### src/rtl/semafor_pkg.sv
// Shared types and default timing constants for the intersection scheduler.
package semafor_pkg;

  typedef enum logic [2:0] {IDLE, ALL_RED, START, WAIT_DONE, MAINT} state_e;

  localparam logic [23:0] SEC_DEFAULT        = 24'd10000000;
  localparam int unsigned NUM_DIR_DEFAULT    = 4;
  localparam int unsigned T_ROSU_ALL_DEFAULT = 1;
  localparam int unsigned T_WD_DEFAULT       = 20;
  localparam logic [7:0]  SEC_CNT_MAX        = 8'hFF;

endpackage

### src/rtl/rr_arbiter.sv
// Combinational round-robin pick: first set req bit searching ptr+1, ptr+2, ... modulo NUM_DIR.
module rr_arbiter #(
  parameter int unsigned NUM_DIR = 4,
  localparam int unsigned W = $clog2(NUM_DIR)
) (
  input  logic [NUM_DIR-1:0] req,
  input  logic [W-1:0]       ptr,
  output logic [W-1:0]       gnt_idx,
  output logic               gnt_valid
);

  logic [W-1:0] cand;

  always_comb begin
    gnt_idx   = '0;
    gnt_valid = 1'b0;
    cand      = '0;
    // Walk from the farthest candidate to the nearest so the nearest requester wins.
    for (int unsigned i = NUM_DIR; i >= 1; i--) begin
      cand = W'((32'(ptr) + i) % NUM_DIR);
      if (req[cand]) begin
        gnt_idx   = cand;
        gnt_valid = 1'b1;
      end
    end
  end

endmodule

### src/rtl/intersectie_ctrl.sv
// Intersection scheduler: round-robin green grants with all-red clearance, a done watchdog
// and blinking-yellow maintenance mode.
module intersectie_ctrl
  import semafor_pkg::*;
#(
  parameter logic [23:0] SEC        = SEC_DEFAULT,
  parameter int unsigned NUM_DIR    = NUM_DIR_DEFAULT,
  parameter int unsigned T_ROSU_ALL = T_ROSU_ALL_DEFAULT,
  parameter int unsigned T_WD       = T_WD_DEFAULT,
  localparam int unsigned W = $clog2(NUM_DIR)
) (
  input  logic               clk,
  input  logic               reset,
  input  logic               intretinere,
  input  logic [NUM_DIR-1:0] cerere,
  input  logic [NUM_DIR-1:0] done_dir,
  output logic [NUM_DIR-1:0] start_dir,
  output logic [W-1:0]       activ,
  output logic               galben_intermitent,
  output logic               eroare
);

  state_e       state;
  logic [23:0]  prescaler;
  logic [7:0]   sec_cnt;
  logic [W-1:0] ptr;
  logic         tick;
  logic [W-1:0] gnt_idx;
  logic         gnt_valid;

  assign tick = (prescaler == SEC - 24'd1);

  rr_arbiter #(
    .NUM_DIR(NUM_DIR)
  ) u_rr_arbiter (
    .req      (cerere),
    .ptr      (ptr),
    .gnt_idx  (gnt_idx),
    .gnt_valid(gnt_valid)
  );

  // Every state change also clears prescaler and sec_cnt (later NBAs override the defaults).
  always_ff @(posedge clk or posedge reset) begin
    if (reset) begin
      state              <= IDLE;
      ptr                <= W'(NUM_DIR - 1);
      prescaler          <= '0;
      sec_cnt            <= '0;
      start_dir          <= '0;
      activ              <= '0;
      galben_intermitent <= 1'b0;
      eroare             <= 1'b0;
    end else begin
      start_dir <= '0;
      prescaler <= tick ? '0 : prescaler + 24'd1;
      if (tick && sec_cnt != SEC_CNT_MAX) sec_cnt <= sec_cnt + 8'd1;

      if (intretinere && state != MAINT) begin
        state     <= MAINT;
        prescaler <= '0;
        sec_cnt   <= '0;
      end else begin
        unique case (state)
          IDLE: begin
            if (|cerere) begin
              state     <= ALL_RED;
              prescaler <= '0;
              sec_cnt   <= '0;
            end
          end
          ALL_RED: begin
            if (tick && sec_cnt == 8'(T_ROSU_ALL - 1)) begin
              prescaler <= '0;
              sec_cnt   <= '0;
              if (gnt_valid) begin
                state     <= START;
                start_dir <= {{(NUM_DIR - 1){1'b0}}, 1'b1} << gnt_idx;
                activ     <= gnt_idx;
                ptr       <= gnt_idx;
              end else begin
                state <= IDLE;
              end
            end
          end
          START: begin
            state     <= WAIT_DONE;
            prescaler <= '0;
            sec_cnt   <= '0;
          end
          WAIT_DONE: begin
            // done is checked first so it wins a tie with the final watchdog tick
            if (done_dir[activ]) begin
              state     <= ALL_RED;
              prescaler <= '0;
              sec_cnt   <= '0;
            end else if (tick && sec_cnt == 8'(T_WD - 1)) begin
              eroare    <= 1'b1;
              state     <= MAINT;
              prescaler <= '0;
              sec_cnt   <= '0;
            end
          end
          MAINT: begin
            if (!intretinere && !eroare) begin
              state              <= ALL_RED;
              galben_intermitent <= 1'b0;
              prescaler          <= '0;
              sec_cnt            <= '0;
            end else if (tick) begin
              galben_intermitent <= ~galben_intermitent;
            end
          end
          default: begin
            state <= IDLE;
          end
        endcase
      end
    end
  end

endmodule

### config.mk
export PLATFORM = sky130hd
export DESIGN_NAME = intersectie_ctrl
export DESIGN_NICKNAME = d
export VERILOG_FILES = /design/src/rtl/semafor_pkg.sv /design/src/rtl/rr_arbiter.sv /design/src/rtl/intersectie_ctrl.sv
export SDC_FILE = /design/constraint.sdc
export NUM_CORES = 1
export LEC_CHECK = 0
export ABC_AREA = 1
export BUFFER_PORTS_ARGS = -buffer_cell sky130_fd_sc_hd__buf_4
export CORE_MARGIN = 2
export CORE_UTILIZATION = 45
export CTS_CLUSTER_DIAMETER = 30
export DETAILED_ROUTE_END_ITERATION = 8
export REMOVE_ABC_BUFFERS = 1
export SLEW_MARGIN = 20
export SYNTH_ARGS = -nofsm -noshare
export SYNTH_HDL_FRONTEND = slang
export SYNTH_SLANG_ARGS = --single-unit
### constraint.sdc
create_clock -name clk -period 2.1 [get_ports clk]
set_input_delay 0.21 -clock clk [delete_from_list [all_inputs] [get_ports clk]]
set_output_delay 0.21 -clock clk [all_outputs]
set_load 0.1 [all_outputs]
# Word level (Yosys, flattened, before mapping)
# Cells that the tools add are included.
dict set report totals {
  elab_cells 98
  output_inout_bits 8
  reg_bits 45
}
dict set report op_classes {
  n_bitwise 3
  n_reduce_logical 15
  n_lt_le_gt_ge 5
  n_eq_ne 12
  mux 48
  shifts 1
  addsub 6
}
# cell n
set op_table {}
lappend op_table {{$mux 24} 7}
lappend op_table {{$pmux 24 s5} 1}
lappend op_table {{$mux 8} 7}
lappend op_table {{$pmux 8 s5} 1}
lappend op_table {{$add 24x1->24 const B} 1}
lappend op_table {{$eq 24x24->1 const B} 1}
lappend op_table {{$mux 3} 6}
lappend op_table {{$mux 4} 4}
lappend op_table {{$lt 2x3->1 const B} 5}
lappend op_table {{$pmux 3 s5} 1}
lappend op_table {{$ne 3x3->1 const B} 4}
lappend op_table {{$reduce_and 4->1} 3}
lappend op_table {{$mux 1} 11}
lappend op_table {{$bmux 1 s2} 5}
lappend op_table {{$mux 2} 5}
lappend op_table {{$add 8x1->8 const B} 1}
lappend op_table {{$eq 8x5->1 const B} 1}
lappend op_table {{$logic_not 8->1} 1}
lappend op_table {{$ne 8x8->1 const B} 1}
lappend op_table {{$eq 3x2->1 const B} 2}
lappend op_table {{$logic_and 1x1->1} 5}
lappend op_table {{$add 2x1->2 const B} 2}
lappend op_table {{$add 2x2->2 const B} 2}
lappend op_table {{$ne 4x4->1 const B} 1}
lappend op_table {{other kinds (9)} 12}

# Longest topological paths before layout
# Gate-level depths: netlist of run 1.
dict set report logic_depth {
  depth_word 12
  mapped_depth 12
  ltp_nobuf 11
}

# Hierarchy
# Synthesis of run 1 repeated with hierarchy kept, for this count alone.
dict set report unflattened {
  cells_unflattened 409
  hier_area_um2 2944.1
}
# module cells_per_inst seq_area_each_um2 area_each_um2 n_inst
set by_module_without_submodules {}
lappend by_module_without_submodules {intersectie_ctrl 360 1128.6 2717.6 1}
lappend by_module_without_submodules {rr_arbiter 49 0.0 226.5 1}

# Least setup slack after synthesis of run 1
# Ideal clock, no wire load.
dict set report synth_timing {
  path_kind {reg-to-reg}
  from {register activ[0]}
  to {register prescaler[19]}
  path_buffers 1
  required_time_ps 2020
  period_less_slack_ps 1967
  arrival_time_ps 1886
  setup_time_ps 80
  stages_incl_launch_ff 10
  slack_ps 133
  path_cell_list {dfrtp_1 -> inv_1 -> nand2_1 -> nand3_1 -> nand2_1 -> nand2_1 -> nand4_1 -> nand2_2 -> buf_6 -> nor3_2}
}
dict set report synth_via {
  elab_chain_len 5
}
# item line
set synth_rtl {}
lappend synth_rtl {{start, declared} intersectie_ctrl.sv:18} ;# output logic [W-1:0] activ,
lappend synth_rtl {{start signal, assigned} intersectie_ctrl.sv:78} ;# activ <= gnt_idx;
lappend synth_rtl {{$bmux 1 s2} intersectie_ctrl.sv:92} ;# if (done_dir[activ]) begin
lappend synth_rtl {{$mux 1 (not written as such)} intersectie_ctrl.sv:92}
lappend synth_rtl {{$mux 24} intersectie_ctrl.sv:92}
lappend synth_rtl {{$pmux 24 s5} intersectie_ctrl.sv:63} ;# unique case (state)
lappend synth_rtl {{$mux 24} intersectie_ctrl.sv:58} ;# if (intretinere && state != MAINT) begin
lappend synth_rtl {{end signal, assigned} intersectie_ctrl.sv:55} ;# prescaler <= tick ? '0 : prescaler + 24'd1;
lappend synth_rtl {{end, declared} intersectie_ctrl.sv:24} ;# logic [23:0] prescaler;
# No other way between the ends. The select of a mux whose other input is x is not followed.
# A chain may end at the register's enable or synchronous reset.

# Worst setup path in the final report of run 1
dict set report layout_timing {
  from {register prescaler[0]}
  to {register sec_cnt[7]}
}
dict set report layout_via {
  elab_chain_len 7
}
# item line
set layout_rtl {}
lappend layout_rtl {{$eq 24x24->1 (*)} intersectie_ctrl.sv:31} ;# assign tick = (prescaler == SEC - 24'd1);
lappend layout_rtl {{$logic_and 1x1->1} intersectie_ctrl.sv:56} ;# if (tick && sec_cnt != SEC_CNT_MAX) sec_cnt <= sec_cnt + 8'd1;
lappend layout_rtl {{$mux 8} intersectie_ctrl.sv:56}
lappend layout_rtl {{$mux 8} intersectie_ctrl.sv:96} ;# end else if (tick && sec_cnt == 8'(T_WD - 1)) begin
lappend layout_rtl {{$mux 8} intersectie_ctrl.sv:92}
lappend layout_rtl {{$pmux 8 s5 (*)} intersectie_ctrl.sv:63}
lappend layout_rtl {{$mux 8 (*)} intersectie_ctrl.sv:58}
lappend layout_rtl {{end signal, assigned} intersectie_ctrl.sv:56}
lappend layout_rtl {{end, declared} intersectie_ctrl.sv:25} ;# logic [7:0] sec_cnt;
# Every way passes the cells marked *; elsewhere a longest branch is shown, timed or not.

==> flow_metrics.py, run 1 <==
metrics = {
    "global_route": {
        "gr-total-overflow": 0,
        "grt_pass1_wl_um": 9690,
        "grt_usage_pct": 16.7,
        "grt_max_degree": 46,
        "grt_pass1_vias": 2210,
        "antenna_found_initial": 0,
    },
    "cts": {
        "clk_path_buf_depth": 2,
        "clkSlewWorstSetupHoldPaths_ps": 90,
        "cts_max_level": 2,
        "cts_hold_buf": 0,
        "clock-root-buffer": "clkbuf_8",
        "cts.sinks": 45,
        "post_cts_buffers": 0,
        "numCtsBuffers": 5,
        "clock_latency_ps": 300,
        "cts_resized": 0,
        "cts_tree": "done",
    },
    "die": {
        "ios": 19,
        "die_area_mm2": 0.00697,
        "dieWidth_um": 83.5,
        "start_util_pct": 47.2,
        "fp.dieH_um": 83.5,
        "design.core.area_mm2": 0.00603,
        "fp-row-count": 28,
    },
    "logic_synthesis": {
        "yosysWarnings": 0,
        "synthCells": 381,
        "synth_cell_types": 35,
        "syn_area_mm2": 0.00284,
        "synth_common_cells": "nand2_1, nor2_1, inv_1",
        "ys_top_cells_by_area": "dfrtp_1, nand2_1, nor2_1, inv_1, xor2_1",
        "yosysTopAreaCell": "dfrtp_1",
        "async_flop_share_pct": 100,
        "ys_seq_area_share_pct": 39.7,
        "ys.flop_type": "dfrtp_1",
        "ys_ff_latch": 45,
        "avgSynthCellArea_um2": 7.46,
        "synth_most_common_cell": "nand2_1",
        "synth_top_area_share_pct": 37.9,
        "synth_edf_count": 0,
    },
    "sta": {
        "setup_tns_ps": 0,
        "slew-limit-headroom_pct": 60.4,
        "finalSetupViolCount": 0,
        "max_freq_mhz": 549,
        "hold_viol_final": 0,
        "rsz0062_at_grt": "no",
        "tightest_slew_ps": 594,
        "slew_viol_final": 0,
        "setup_ws_ps": 279,
        "min_period_ps": 1820,
        "min_period_over_period_pct": 86.7,
        "fin_skew_ps": 10.7,
    },
    "pwr": {
        "p_switching_mw": 0.763,
        "leakagePower_nw": 1.55,
        "p_seq_share_pct": 42.0,
        "finalPower_mw": 2.26,
        "p_per_area_mw_per_mm2": 708,
        "vdd_ir_drop_max_v": 0.000418,
        "switching_share_pct": 33.7,
        "power.internal_mw": 1.50,
        "clockPowerShare_pct": 30.7,
        "combPwrFrac_pct": 27.3,
    },
    "critical_path": {
        "critPathKind": "flip-flop to flip-flop",
        "setup.worst_path.start_class": "flip-flop",
        "critical_path.slowest_cell": "dfrtp_1",
        "end_kind": "flip-flop",
        "critPathArrivalTime_ps": 2020,
        "max_stage_delay_ps": 370,
        "cp_max_fo": 10,
        "path_cells": "ha_1 > nand3_2 > inv_2 > nand3_1 > nor3_2 > nand3b_2 > o21ai_1 > nor2_1",
        "cp_data_required_time_ps": 2300,
    },
    "cells_and_area": {
        "seq_area_mm2": 0.00113,
        "insertedDiodeCount": 0,
        "drive_gt1_share_pct": 18.0,
        "nets": 419,
        "final_cells": 481,
        "n_fill_cell": 594,
        "multi_input_area_mm2": 0.00145,
        "area_growth_pct": 12.3,
        "fin_util_pct": 53.0,
    },
    "route": {
        "first_pass_iters": 4,
        "ant_nets": 0,
        "drc_errors": 0,
        "wl_per_cell_um": 11.7,
        "wirelength_um": 5640,
        "num_vias": 2378,
        "drt_iter0_drc": 98,
        "via_per_inst": 4.94,
    },
    "place": {
        "dp_slack_ps": 308,
        "gp_congestion": 0.783,
        "port_buffers": 18,
        "dpl.cell_count": 473,
        "hpwl_um": 4220,
    },
    "outcome": {
        "outcome": "finished clean",
    },
    "run": {
        "maxCapViolCount": 0,
    },
    "worst_hold_path": {
        "hp-class": "input pin to async pin",
    },
}
through the flow:
| step | hold slack (ps) | cell area, um^2 |
|---|---|---|
| after floorplan | 425 | 2820 |
| after global placement | 399 | 3070 |
| after detailed placement | 412 | 3070 |
| after CTS | 74.4 | 3190 |
| after global routing | 109 | 3190 |
| final | 48.4 | 3190 |
logic make-up after synthesis:
| family | share of synthesized area (%) |
|---|---|
| simple gates | 38.3 |
| buf+inv | 9.15 |
| flops | 39.7 |
| fa+ha+maj | 1.32 |
| compound gates | 5.37 |
| xor+xnor | 6.16 |
power by group through the flow:
stage / clock (mW) / sequential (mW) / combinational, mW
6_report: 0.694 / 0.951 / 0.617
5_1_grt: 0.740 / 0.956 / 0.699
2_1_floorplan: 0 / 0.961 / 0.422
4_1_cts: 0.713 / 0.951 / 0.629
3_3_place_gp: 0 / 0.968 / 0.622
3_5_place_dp: 0 / 0.968 / 0.627
final cells by class:
cell class	count	area share (%)
Multi-Input combinational cell	271	45.5
Sequential cell	45	35.3
Inverter	62	7.33
Timing Repair Buffer	20	5.09
Tap cell	75	2.94
Clock buffer	6	2.59
Clock inverter	2	1.18
registers in the layout (all words and copies together) (netlist names):
signal              cells
sec_cnt                 8
eroare                  1
prescaler              24
state                   3
start_dir               4
galben_intermitent      1
ptr                     2
activ                   2
routing by layer:
| metal | wire length (um) | global-route usage, % | up-vias |
|---|---|---|---|
| met2 | 2520 | 26.8 | 32 |
| met4 | 59 | 3.96 | 0 |
| met5 | 0 | 0 | - |
| met1 | 2900 | 23.4 | 1100 |
| li1 | - | - | 1239 |
| met3 | 164 | 3.36 | 7 |
worst max-delay path: cells and delay by family (launching register included):
kind                       cells  cell delay (ps)
and+or+nand+nor                5              830
AOI/OAI and AO/OA              1              200
adders and majority gates      1              230
buffers and inverters          1              100
DFF                            1              370
final timing paths:
path                                   start                  to  slack (ps)  cells after the start
worst max-delay path            prescaler[0]          sec_cnt[7]         280                      8
worst min-delay path                   reset        prescaler[1]          50                      3
worst max register to register  prescaler[0]          sec_cnt[7]         280                      8
worst min register to register  prescaler[0]        prescaler[0]         460                      1
max in group asynchronous              reset            state[2]        1630                      3
min in group clk                 intretinere  galben_intermitent         250                      5
cells in the final DEF (no fill, tap or decap), drive strengths merged, types with 4 or more instances in the layout:
cell type / n
o21ai: 15
clkbuf: 6
a21oi: 9
nor2: 70
nand3: 27
inv: 61
nand4: 7
nand2: 87
xnor2: 4
dfrtp: 43
buf: 20
nor3: 24
xor2: 16
Power figures use the tool's default switching activity.
==> run 2, diff against run 1 <==
==> constraint.sdc (replaced) <==
create_clock -name clk -period 2.2 [get_ports clk]
set_input_delay 0.22 -clock clk [delete_from_list [all_inputs] [get_ports clk]]
set_output_delay 0.22 -clock clk [all_outputs]
set_load 0.1 [all_outputs]
==> run 2 against run 1 <==
Sequential power fell by 4.2%. Critical endpoint is now prescaler[18]. Largest cell class unchanged. Worst hold slack better by 210 ps. Die area is the same. Largest power group unchanged.
==> flow_metrics.py, run 2 (same netlist as run 1, synthesis figures left out) <==
metrics = {
    "outcome": {
        "outcome": "finished clean",
    },
    "cells_and_area": {
        "nets": 420,
        "area_growth_pct": 12.1,
        "regMostFlops": "prescaler",
        "reg_top3": "prescaler x24, sec_cnt x8, start_dir x4",
        "layout_common_cells": "nand2_1, nor2_1, inv_1",
        "final_area_mm2": 0.00319,
        "drive_gt1_share_pct": 17.9,
        "final_common_cell": "nand2_1",
        "insertedDiodeCount": 0,
        "largest_reg_flops": 24,
    },
    "cts": {
        "numCtsBuffers": 5,
        "clkSlewWorstSetupHoldPaths_ps": 90,
        "cts_hold_buf": 1,
        "clock-root-buffer": "clkbuf_8",
        "cts.sinks": 45,
        "cts_max_level": 2,
        "clock_latency_ps": 310,
        "post_cts_buffers": 0,
        "cts_resized": 0,
        "cts_tree": "done",
        "clk_path_buf_depth": 2,
    },
    "global_route": {
        "grt_usage_pct": 18.0,
        "grt_pass1_wl_um": 10400,
        "grt_pass1_vias": 2369,
        "antenna_found_initial": 0,
        "gr-total-overflow": 0,
        "grt_max_degree": 24,
    },
    "sta": {
        "min_period_ps": 1830,
        "setup_ws_ps": 372,
        "max_freq_mhz": 547,
        "fin_skew_ps": 10.7,
        "rsz0062_at_grt": "no",
        "hold_viol_final": 0,
        "slew-limit-headroom_pct": 65.6,
        "slew_viol_final": 0,
        "setup_tns_ps": 0,
        "holdWs_ps": 263,
        "finalSetupViolCount": 0,
        "tightest_slew_ps": 515,
        "min_period_over_period_pct": 83.1,
    },
    "critical_path": {
        "r2r_start": "prescaler[0]",
        "reg2reg_slack_ps": 370,
        "critPathKind": "flip-flop to flip-flop",
        "cp_max_fo": 23,
        "setup.worst_path.start_class": "flip-flop",
        "cp_data_required_time_ps": 2380,
        "critPathArrivalTime_ps": 2000,
        "end_kind": "flip-flop",
        "reg2reg_to": "prescaler[18]",
        "r2r_cells": 8,
    },
    "run": {
        "maxCapViolCount": 0,
    },
    "die": {
        "ios": 19,
        "fp-row-count": 28,
        "design.core.area_mm2": 0.00603,
        "die_area_mm2": 0.00697,
        "fp.dieH_um": 83.5,
        "dieWidth_um": 83.5,
        "start_util_pct": 47.2,
    },
    "pwr": {
        "p_per_area_mw_per_mm2": 653,
        "leakagePower_nw": 1.55,
        "vdd_ir_drop_max_v": 0.000376,
    },
    "worst_hold_path": {
        "min_to": "galben_intermitent",
        "min_from": "intretinere",
        "holdPathStages": 5,
        "hp-class": "input pin to flip-flop",
    },
    "place": {
        "port_buffers": 18,
        "dp_slack_ps": 368,
        "place_area_mm2": 0.00306,
        "hpwl_um": 4450,
        "gp_congestion": 0.791,
    },
    "route": {
        "ant_nets": 0,
        "first_pass_iters": 4,
        "drc_errors": 0,
        "wl_per_cell_um": 12.0,
        "num_vias": 2369,
        "wirelength_um": 5760,
        "via_per_inst": 4.91,
        "drt_iter0_drc": 86,
    },
}
run 2: cell count changes in the layout (fill, tap and decap cells not counted):
| cell | change |
|---|---|
| clkbuf_8 | -1 |
| buf_4 | +1 |
| dlygate4sd3_1 | +1 |
| clkinv_4 | +1 |
| buf_12 | -1 |
run 2: power by group:
group / switching (mW) / internal, mW / leakage (nW)
sequential: 0.0419 / 0.869 / 0.612
clock: 0.302 / 0.340 / 0.0543
combinational: 0.386 / 0.143 / 0.882
run 2: stage by stage:
stage	power (mW)	utilization, %	std cells
after floorplan	1.32	-	378
after global placement	1.46	50.8	473
after detailed placement	1.46	50.8	473
after CTS	2.12	52.9	482
after global routing	2.23	52.9	482
final	2.08	52.9	482
run 2: worst max path at each step:
stage | from | end | slack (ps) | cells after the start
floorplan | activ[0] | prescaler[2] | 140 | 8
global placement | prescaler[0] | prescaler[18] | 420 | 8
CTS | prescaler[0] | prescaler[18] | 340 | 8
detailed placement | prescaler[0] | prescaler[7] | 370 | 8
global route | prescaler[0] | prescaler[18] | 160 | 8
finish | prescaler[0] | prescaler[18] | 370 | 8
run 2: cell type report:
cell class                 instances  area, um^2
sequential                        45        1130
multi-input combinational        271        1450
tap                               75        93.8
clock buffer                       5        68.8
fill                             607        2840
clock inverter                     3        46.3
inverter                          62         234
timing repair buffer              21         160
run 2: critical path, stage by stage (launching register included):
cell and delay [ps]:
dfrtp_1 380, ha_1 210, nand3_2 140, nor2_2 200, nand3_4 130, nand2_1 100
inv_2 40, nand2_2 380, nor2_1 100
run 2: layer usage:
metal | vias up | global-route usage [%] | part of all wire (%)
met3 | 8 | 3.26 | 2.7
met2 | 30 | 29.4 | 45
met4 | 0 | 5.28 | 1.3
li1 | 1242 | - | -
met1 | 1089 | 24.5 | 51
met5 | - | 0 | 0
